## src/rtl/ps2_line_builder.sv

```systemverilog
// Assembles decoded ASCII keystrokes into a 32-slot, 256-bit edit line and commits it on Enter.
// Latency: one cycle from a sampled key to the updated line; ready strobes the cycle after Enter.
// Backpressure: none; keys arriving during the one-cycle commit are discarded and flagged on key_dropped.
module ps2_line_builder #(
    parameter int           MAX_CHARS      = 32,
    parameter logic [7:0]   ENTER_CODE     = 8'h0D,
    parameter logic [7:0]   BACKSPACE_CODE = 8'h08,
    parameter bit           COMMIT_EMPTY   = 1'b0
) (
    input  logic           clock,
    input  logic           reset,
    input  logic           key_valid,
    input  logic [7:0]     key_ascii,
    output logic [255:0]   ps2_line_content,
    output logic           ps2_line_ready,
    output logic [5:0]     line_length,
    output logic           key_dropped,
    output logic           busy
);

    typedef enum logic {
        EDIT   = 1'b0,
        COMMIT = 1'b1
    } state_t;

    // Length limit in the same width as line_length so comparisons stay width-exact.
    localparam logic [5:0] MAX_LEN = 6'(MAX_CHARS);

    state_t state;
    logic   key_printable;

    // Printable ASCII range is space through tilde; DEL and control codes are not stored.
    assign key_printable = (key_ascii >= 8'h20) && (key_ascii <= 8'h7E);

    // Line editing FSM: EDIT accepts keys, COMMIT holds the finished line for exactly one cycle.
    always_ff @(posedge clock) begin
        if (reset) begin
            state            <= EDIT;
            ps2_line_content <= '0;
            ps2_line_ready   <= 1'b0;
            line_length      <= '0;
            key_dropped      <= 1'b0;
            busy             <= 1'b0;
        end else begin
            key_dropped <= 1'b0;
            case (state)
                EDIT: begin
                    if (key_valid) begin
                        if (key_ascii == ENTER_CODE) begin
                            // An empty line only commits when explicitly allowed.
                            if ((line_length != 6'd0) || COMMIT_EMPTY) begin
                                state          <= COMMIT;
                                ps2_line_ready <= 1'b1;
                                busy           <= 1'b1;
                            end
                        end else if (key_ascii == BACKSPACE_CODE) begin
                            // Backspace on an empty line is silently ignored.
                            if (line_length != 6'd0) begin
                                for (int i = 0; i < 32; i++) begin
                                    if (6'(i) == line_length - 6'd1) begin
                                        ps2_line_content[255 - 8*i -: 8] <= 8'h00;
                                    end
                                end
                                line_length <= line_length - 6'd1;
                            end
                        end else if (key_printable) begin
                            if (line_length < MAX_LEN) begin
                                // Slots at or beyond MAX_CHARS are never written and stay zero.
                                for (int i = 0; i < 32; i++) begin
                                    if ((i < MAX_CHARS) && (6'(i) == line_length)) begin
                                        ps2_line_content[255 - 8*i -: 8] <= key_ascii;
                                    end
                                end
                                line_length <= line_length + 6'd1;
                            end else begin
                                key_dropped <= 1'b1;
                            end
                        end
                    end
                end
                COMMIT: begin
                    // The consumer has seen the line during the ready cycle; start a fresh one.
                    state            <= EDIT;
                    ps2_line_content <= '0;
                    line_length      <= '0;
                    ps2_line_ready   <= 1'b0;
                    busy             <= 1'b0;
                    if (key_valid) begin
                        key_dropped <= 1'b1;
                    end
                end
                default: begin
                    state <= EDIT;
                end
            endcase
        end
    end

endmodule
```

## config.mk

```make
export PLATFORM = sky130hd
export DESIGN_NAME = ps2_line_builder
export DESIGN_NICKNAME = d
export VERILOG_FILES = /design/src/rtl/ps2_line_builder.sv
export SDC_FILE = /design/constraint.sdc
export NUM_CORES = 1
export LEC_CHECK = 0
export CAP_MARGIN = 10
export CORE_UTILIZATION = 40
export CTS_BUF_LIST = sky130_fd_sc_hd__clkbuf_4 sky130_fd_sc_hd__clkbuf_8 sky130_fd_sc_hd__clkbuf_16
export DETAILED_ROUTE_END_ITERATION = 8
export PLACE_DENSITY = 0.68
export SLEW_MARGIN = 30
export SYNTH_ARGS = -nofsm -noshare
export SYNTH_HDL_FRONTEND = slang
export SYNTH_SLANG_ARGS = --single-unit
```

## constraint.sdc

```tcl
create_clock -name clock -period 4.6 [get_ports clock]
set_input_delay 1.38 -clock clock [delete_from_list [all_inputs] [get_ports clock]]
set_output_delay 1.38 -clock clock [all_outputs]
set_load 0.005 [all_outputs]
```

==> impl_metrics.tcl <==
set metrics [dict create \
    status "finished clean" \
    grt_remaining_overflow 0 \
    nFillCells 2240 \
    setup_ws_ps 723 \
    worstPathMaxFanout 10 \
    htree_levels 1 \
    cts_buffer_depth 3 \
    postCtsResizedCells 0 \
    drt-initial-drc-count 700 \
    wl_per_cell_um 21.0 \
    finalNetCount 1340 \
    power.density_nw_per_um2 336 \
    core_um2 25200 \
    cts.sinks 265 \
    vias 9288 \
    syn_area_um2 10300 \
    start_util 0.408 \
    tightest_slew_ps 1020 \
    slew_headroom 0.320 \
    slowest_stage "nor4_4" \
    fmax_ghz 0.258 \
    cts_tree "yes" \
    synth-async-reset-ratio 0 \
    ff2ff_setup_slack_ps 1150 \
    drv_cap 0 \
    die_area_um2 26400 \
    grt_pass1_wl_um 52400 \
    synth_mux_area_frac 0.000973 \
    met2_length_um 16000 \
    rr_worst_depth 8 \
    yosysSeqAreaShare 0.516 \
    fin_skew_ps 13.6 \
    routed-wl-met3_um 2740 \
    postSynthAreaPerCell_um2 9.82 \
    crit_path_frequent_cell "nor4_4" \
    setup-violations-final 0 \
    hold_viol 0 \
    synth-simple-area-share 0.110 \
    die_height_um 162 \
    ant_nets 0 \
    clk_latency_ps 540 \
    tns_ps 0 \
    routedLengthMet1_um 15400 \
    final_common_cell "clkdlybuf4s50_1" \
    drt_first_pass_iters 5 \
    final_cell_mix "274 x clkdlybuf4s50_1, 265 x dfxtp_1, 158 x inv_1" \
    hold_class "reg -> reg" \
    antenna_found_initial 0 \
    area_growth_pct 40.5 \
    grt_pass1_vias 8760 \
    synth-xor-area-share 0.00511 \
    finalCritPeriodShare 0.843 \
    synth-compound-area-share 0.268 \
    start_kind "input port" \
    track_usage 0.259 \
    synth_flop_cell "dfxtp_1" \
    max-vdd-ir-drop_mv 0.240 \
    path_clk_slew_ps 60 \
    gp_congestion 0.898 \
    synth_top_family_by_area "compound AO/OA/AOI/OAI gates" \
    via_per_inst 5.55 \
    io_buffers 275 \
    cp_cell_sequence "clkdlybuf4s50_1 -> nor4_4 -> nand3_1 -> nor4_4 -> a21boi_1 -> buf_4 -> nor2_1 -> o32ai_1" \
    synth_edf_count 0 \
    arrival_ps 4250 \
    r2r-end "ps2_line_content[34]$_SDFFE_PP0P_" \
    pre_cts_slack_ps 250 \
    diodes 0 \
    drcViolationCount 0 \
    drive_above_1_share 0.112 \
    p_leak_nw 4.69 \
    io_pins 276 \
    path_class "in -> reg" \
    min_to "ps2_line_content[70]$_SDFFE_PP0P_" \
    syn_inst 1047 \
    cp-end-kind "flip-flop" \
    min_period_ps 3880 \
    hold_depth 2 \
    yosys.area_share.adder 0.00852 \
    hold_buffers 0 \
    ys_warn_count 0 \
    root_buffer "clkbuf_16" \
    hpwl_um 24200 \
    required_ps 4970 \
    hp-start "ps2_line_content[70]$_SDFFE_PP0P_" \
    rsz0062_at_grt "false" \
    max_stage_delay_ps 620 \
    synth_cell_types 67 \
    synth_fp_nets 1065 \
    r2r-start "line_length[0]$_SDFFE_PP0P_" \
    ys_ff_latch 265 \
    grt_max_degree 83 \
    slew_viol_final 0 \
    dieWidth_um 162 \
    routed.top_layer "met4" \
    rows 58 \
    postCtsSetupRepairBufs 0 \
    cts_made_buffers 28 \
    wirelength_um 35200 \
]
area by class of cell:
class | count | area, µm² | area share
clock buffers | 40 | 852 | 0.0590
clock inverters | 12 | 115 | 0.00797
inverters | 158 | 593 | 0.0410
multi-input cells | 547 | 4050 | 0.280
flip-flops and latches | 265 | 5310 | 0.367
well taps | 330 | 413 | 0.0286
repair buffers | 322 | 3120 | 0.216
cell usage after synthesis, drive strengths merged (2+ instances only):
cell | instances | area, µm²
nor3 | 10 | 72.6
o32ai | 153 | 1350
inv | 158 | 593
a31o | 5 | 43.8
a211oi | 2 | 15.0
a22o | 20 | 175
ha | 7 | 87.6
xnor2 | 5 | 43.8
a21boi | 22 | 169
dfxtp | 265 | 5310
and3 | 4 | 25.0
nor2 | 40 | 183
nand2b | 5 | 31.3
buf | 30 | 161
a2111oi | 2 | 42.5
or4 | 3 | 26.3
o2bb2ai | 25 | 219
a21oi | 48 | 263
nand2 | 36 | 135
clkbuf | 47 | 179
a21o | 3 | 22.5
o22ai | 2 | 12.5
or3 | 3 | 18.8
a31oi | 17 | 106
or2 | 2 | 12.5
nand3 | 20 | 105
nor3b | 26 | 200
o21ai | 33 | 165
o31ai | 2 | 15.0
o21ba | 6 | 60.1
and2 | 19 | 119
nor4 | 10 | 154
o21a | 2 | 22.5
through the flow:
step | power (mW) | std cells | instance area, µm² | util | hold WS, ps
floorplan | 2.50 | 1047 | 10300 | - | 453
global placement | 2.58 | 1622 | 13500 | 0.535 | 445
detailed placement | 2.58 | 1622 | 13500 | 0.535 | 444
CTS | 4.88 | 1674 | 14400 | 0.574 | 457
global route | 4.99 | 1674 | 14400 | 0.574 | 473
finish | 4.85 | 1674 | 14400 | 0.574 | 453
worst max-delay path by stage:
stage / start / endpoint / slack (ps) / cells after the start
floorplan: key_ascii[1] / ps2_line_content[68]$_SDFFE_PP0P_ / 1110 / 10
global placement: key_ascii[5] / ps2_line_content[189]$_SDFFE_PP0P_ / 370 / 7
detailed placement: key_ascii[5] / ps2_line_content[9]$_SDFFE_PP0P_ / 250 / 8
CTS: key_ascii[5] / ps2_line_content[9]$_SDFFE_PP0P_ / 800 / 8
global route: key_ascii[5] / ps2_line_content[209]$_SDFFE_PP0P_ / 620 / 7
finish: key_ascii[5] / ps2_line_content[9]$_SDFFE_PP0P_ / 720 / 8
kinds of logic after synthesis:
group | count (synthesis)
compound gates | 350
xor+xnor | 6
fa+ha+maj | 7
buf+inv | 235
flops | 265
mux | 1
simple gates | 183
per-layer routing:
metal	up-vias	track usage
met3	58	0.0621
met5	-	0
li1	4373	-
met1	4486	0.342
met2	371	0.415
met4	0	0.0853
critical path, delay by kind of cell:
kind	cells	cell delay (ps)
buffers and inverters	2	760
AND/OR/NAND/NOR	4	1790
AO/OA/AOI/OAI	2	320
state kept, by name, summed over array words and instances, names as in the netlist:
name              cells
key_dropped           1
busy                  1
ps2_line_content    256
state                 1
line_length           6
report_power, final:
group / internal, mW / leakage [nW] / switching [mW]
Clock: 1.40 / 0.486 / 0.918
Sequential: 2.30 / 2.13 / 0.00858
Combinational: 0.0669 / 2.07 / 0.159
Total: 3.76 / 4.69 / 1.08
Power figures use the tool's default switching activity.
==> edit: new RTL, same flow settings <==
The parameter `COMMIT_EMPTY` goes from 1'b0 to 1'b1.
--- a/src/rtl/ps2_line_builder.sv
+++ b/src/rtl/ps2_line_builder.sv
@@ -5,7 +5,7 @@
     parameter int           MAX_CHARS      = 32,
     parameter logic [7:0]   ENTER_CODE     = 8'h0D,
     parameter logic [7:0]   BACKSPACE_CODE = 8'h08,
-    parameter bit           COMMIT_EMPTY   = 1'b0
+    parameter bit           COMMIT_EMPTY   = 1'b1
 ) (
     input  logic           clock,
     input  logic           reset,
Function: not settled (the Yosys comparison gave no result); the edit may change what the design does.
==> edit against the original RTL <==
Sequential cell count stayed put. Total power is 1.2% higher. Worst setup slack better by 0.16 ns. Area after synthesis is 0.44% lower. Wire length is 9.9% lower. Maximum frequency is 4.2% higher. Count of clock-buffer cells in the layout is 1 lower. Sequential power hardly changed. Design area is 1.3% lower. Non-clock buffer count is 31 lower. Critical endpoint is now ps2_line_content[139]. Highest routed layer unchanged.
==> edit: results <==
metrics = {
    "status": {
        "status": "complete, no violations",
    },
    "sta": {
        "final_worst_clock_skew_ns": 0.0139,
        "hold_viol_final": 0,
        "max-slew-margin-rel": 0.377,
        "layout_worst_path_cycle_share": 0.809,
        "timing.setup.tns_ns": 0,
        "hold_ws_ns": 0.432,
    },
    "power": {
        "vdd_ir_drop_max_v": 0.000246,
        "power.static_leakage_uw": 0.00627,
        "p_int_uw": 3800,
    },
    "clock_network": {
        "ctsRootBufferMaster": "sky130_fd_sc_hd__clkbuf_16",
        "cts_resized": 0,
        "worst_setup_hold_path_clk_slew_ns": 0.06,
        "cts_setup_buffers": 0,
        "htreeDepth": 1,
        "cts-hold-fix-buffers": 0,
    },
    "min_path": {
        "min_delay_path_depth": 2,
        "timing.hold.worst.start": "ps2_line_content[47]",
        "holdPathEnd": "ps2_line_content[47]",
        "hold_class": "register to register",
    },
    "yosys": {
        "synth.net_count": 1036,
        "ys_async_sr_fraction": 0,
        "synth.top_cells.by_area": "sky130_fd_sc_hd__dfxtp_1 (52%), sky130_fd_sc_hd__mux2i_1 (19%), sky130_fd_sc_hd__nand2_1 (8.1%), sky130_fd_sc_hd__a32o_1 (2.2%), sky130_fd_sc_hd__clkbuf_1 (2.1%)",
        "syn-mean-instance-area_sq_um": 10.1,
        "synth_seq_area_share": 0.518,
        "post_synth_most_frequent_cells": "sky130_fd_sc_hd__dfxtp_1 (265), sky130_fd_sc_hd__nand2_1 (221), sky130_fd_sc_hd__mux2i_1 (196)",
        "synthDistinctLibCells": 61,
        "count_of_warnings_emitted_by_yosys": 0,
    },
    "routing": {
        "route.detailed.vias_per_inst": 5.17,
        "via_count": 8373,
        "first_iter_violations": 527,
        "routed_wl_um": 31700,
    },
    "critical_path": {
        "worst-r2r-setup-slack_ns": 1.18,
        "regToRegStartpoint": "line_length[0]",
        "crit_arrival_ns": 4.16,
        "cp_max_fo": 16,
        "cpPeakStageDelay_ns": 0.55,
        "cpMaxStageDelayCell": "sky130_fd_sc_hd__nor4b_4",
        "reg2reg_path_depth": 8,
        "worstReg2RegEnd": "ps2_line_content[75]",
    },
    "grt": {
        "grt_pass1_vias": 7879,
        "antenna_found_initial": 0,
        "grt_first_pass_wirelength_um": 48400,
        "grt_max_degree": 173,
        "global_route_usage_over_all_layers": 0.237,
    },
    "layout": {
        "final_layout_size_suffix_gt1_frac": 0.0953,
        "finish.utilization": 0.568,
        "n_fill_cell": 2255,
        "final_net_count": 1286,
    },
    "place": {
        "placed_cells_incl_taps": 1568,
        "place.gp.congestion": 0.931,
        "dpl_cell_area_sq_um": 13300,
        "placement_stage_worst_setup_slack_ns": 0.345,
        "detailed_place_hpwl_um": 21300,
    },
    "run": {
        "max_cap_violations": 0,
    },
}
[edit: worst max-delay path by stage]
stage | endpoint | depth (start not counted) | from
2_1_floorplan | ps2_line_content[155] | 8 | key_ascii[4]
3_3_place_gp | ps2_line_content[75] | 7 | key_ascii[4]
3_5_place_dp | ps2_line_content[75] | 7 | key_ascii[4]
4_1_cts | ps2_line_content[75] | 7 | key_ascii[4]
5_1_grt | ps2_line_content[75] | 7 | key_ascii[4]
6_report | ps2_line_content[139] | 8 | key_ascii[4]
[edit: logic make-up after synthesis]
kind of cell	synth area share
flops	0.518
simple gates	0.168
mux	0.192
fa+ha+maj	0.00855
compound gates	0.0781
buf+inv	0.0308
xor+xnor	0.00513
[edit: power by group through the flow]
stage                     Combinational, uW  Clock, uW  Sequential [uW]
after CTS                               223       2410             2310
after global placement                  224          0             2360
final                                   224       2370             2310
after floorplan                         140          0             2360
after global routing                    241       2510             2310
after detailed placement                222          0             2360
[edit: metal layers]
layer | track usage | vias up | part of all wire
li1 | - | 4028 | -
met1 | 0.311 | 4035 | 0.43
met2 | 0.383 | 274 | 0.47
met4 | 0.0472 | 0 | 0.015
met3 | 0.0712 | 36 | 0.084
met5 | 0 | - | 0
[edit: cell type report]
class / count / area share
Clock buffer: 39 / 0.0584
Clock inverter: 13 / 0.0108
Inverter: 3 / 0.000790
Multi-Input combinational cell: 679 / 0.325
Sequential cell: 265 / 0.372
Tap cell: 330 / 0.0290
Timing Repair Buffer: 291 / 0.204
[edit: worst max-delay path, delay by kind of cell]
family	cells	cell delay [ns]
AND/OR/NAND/NOR	4	1.21
AO/OA/AOI/OAI	2	0.80
buffers and inverters	2	0.77
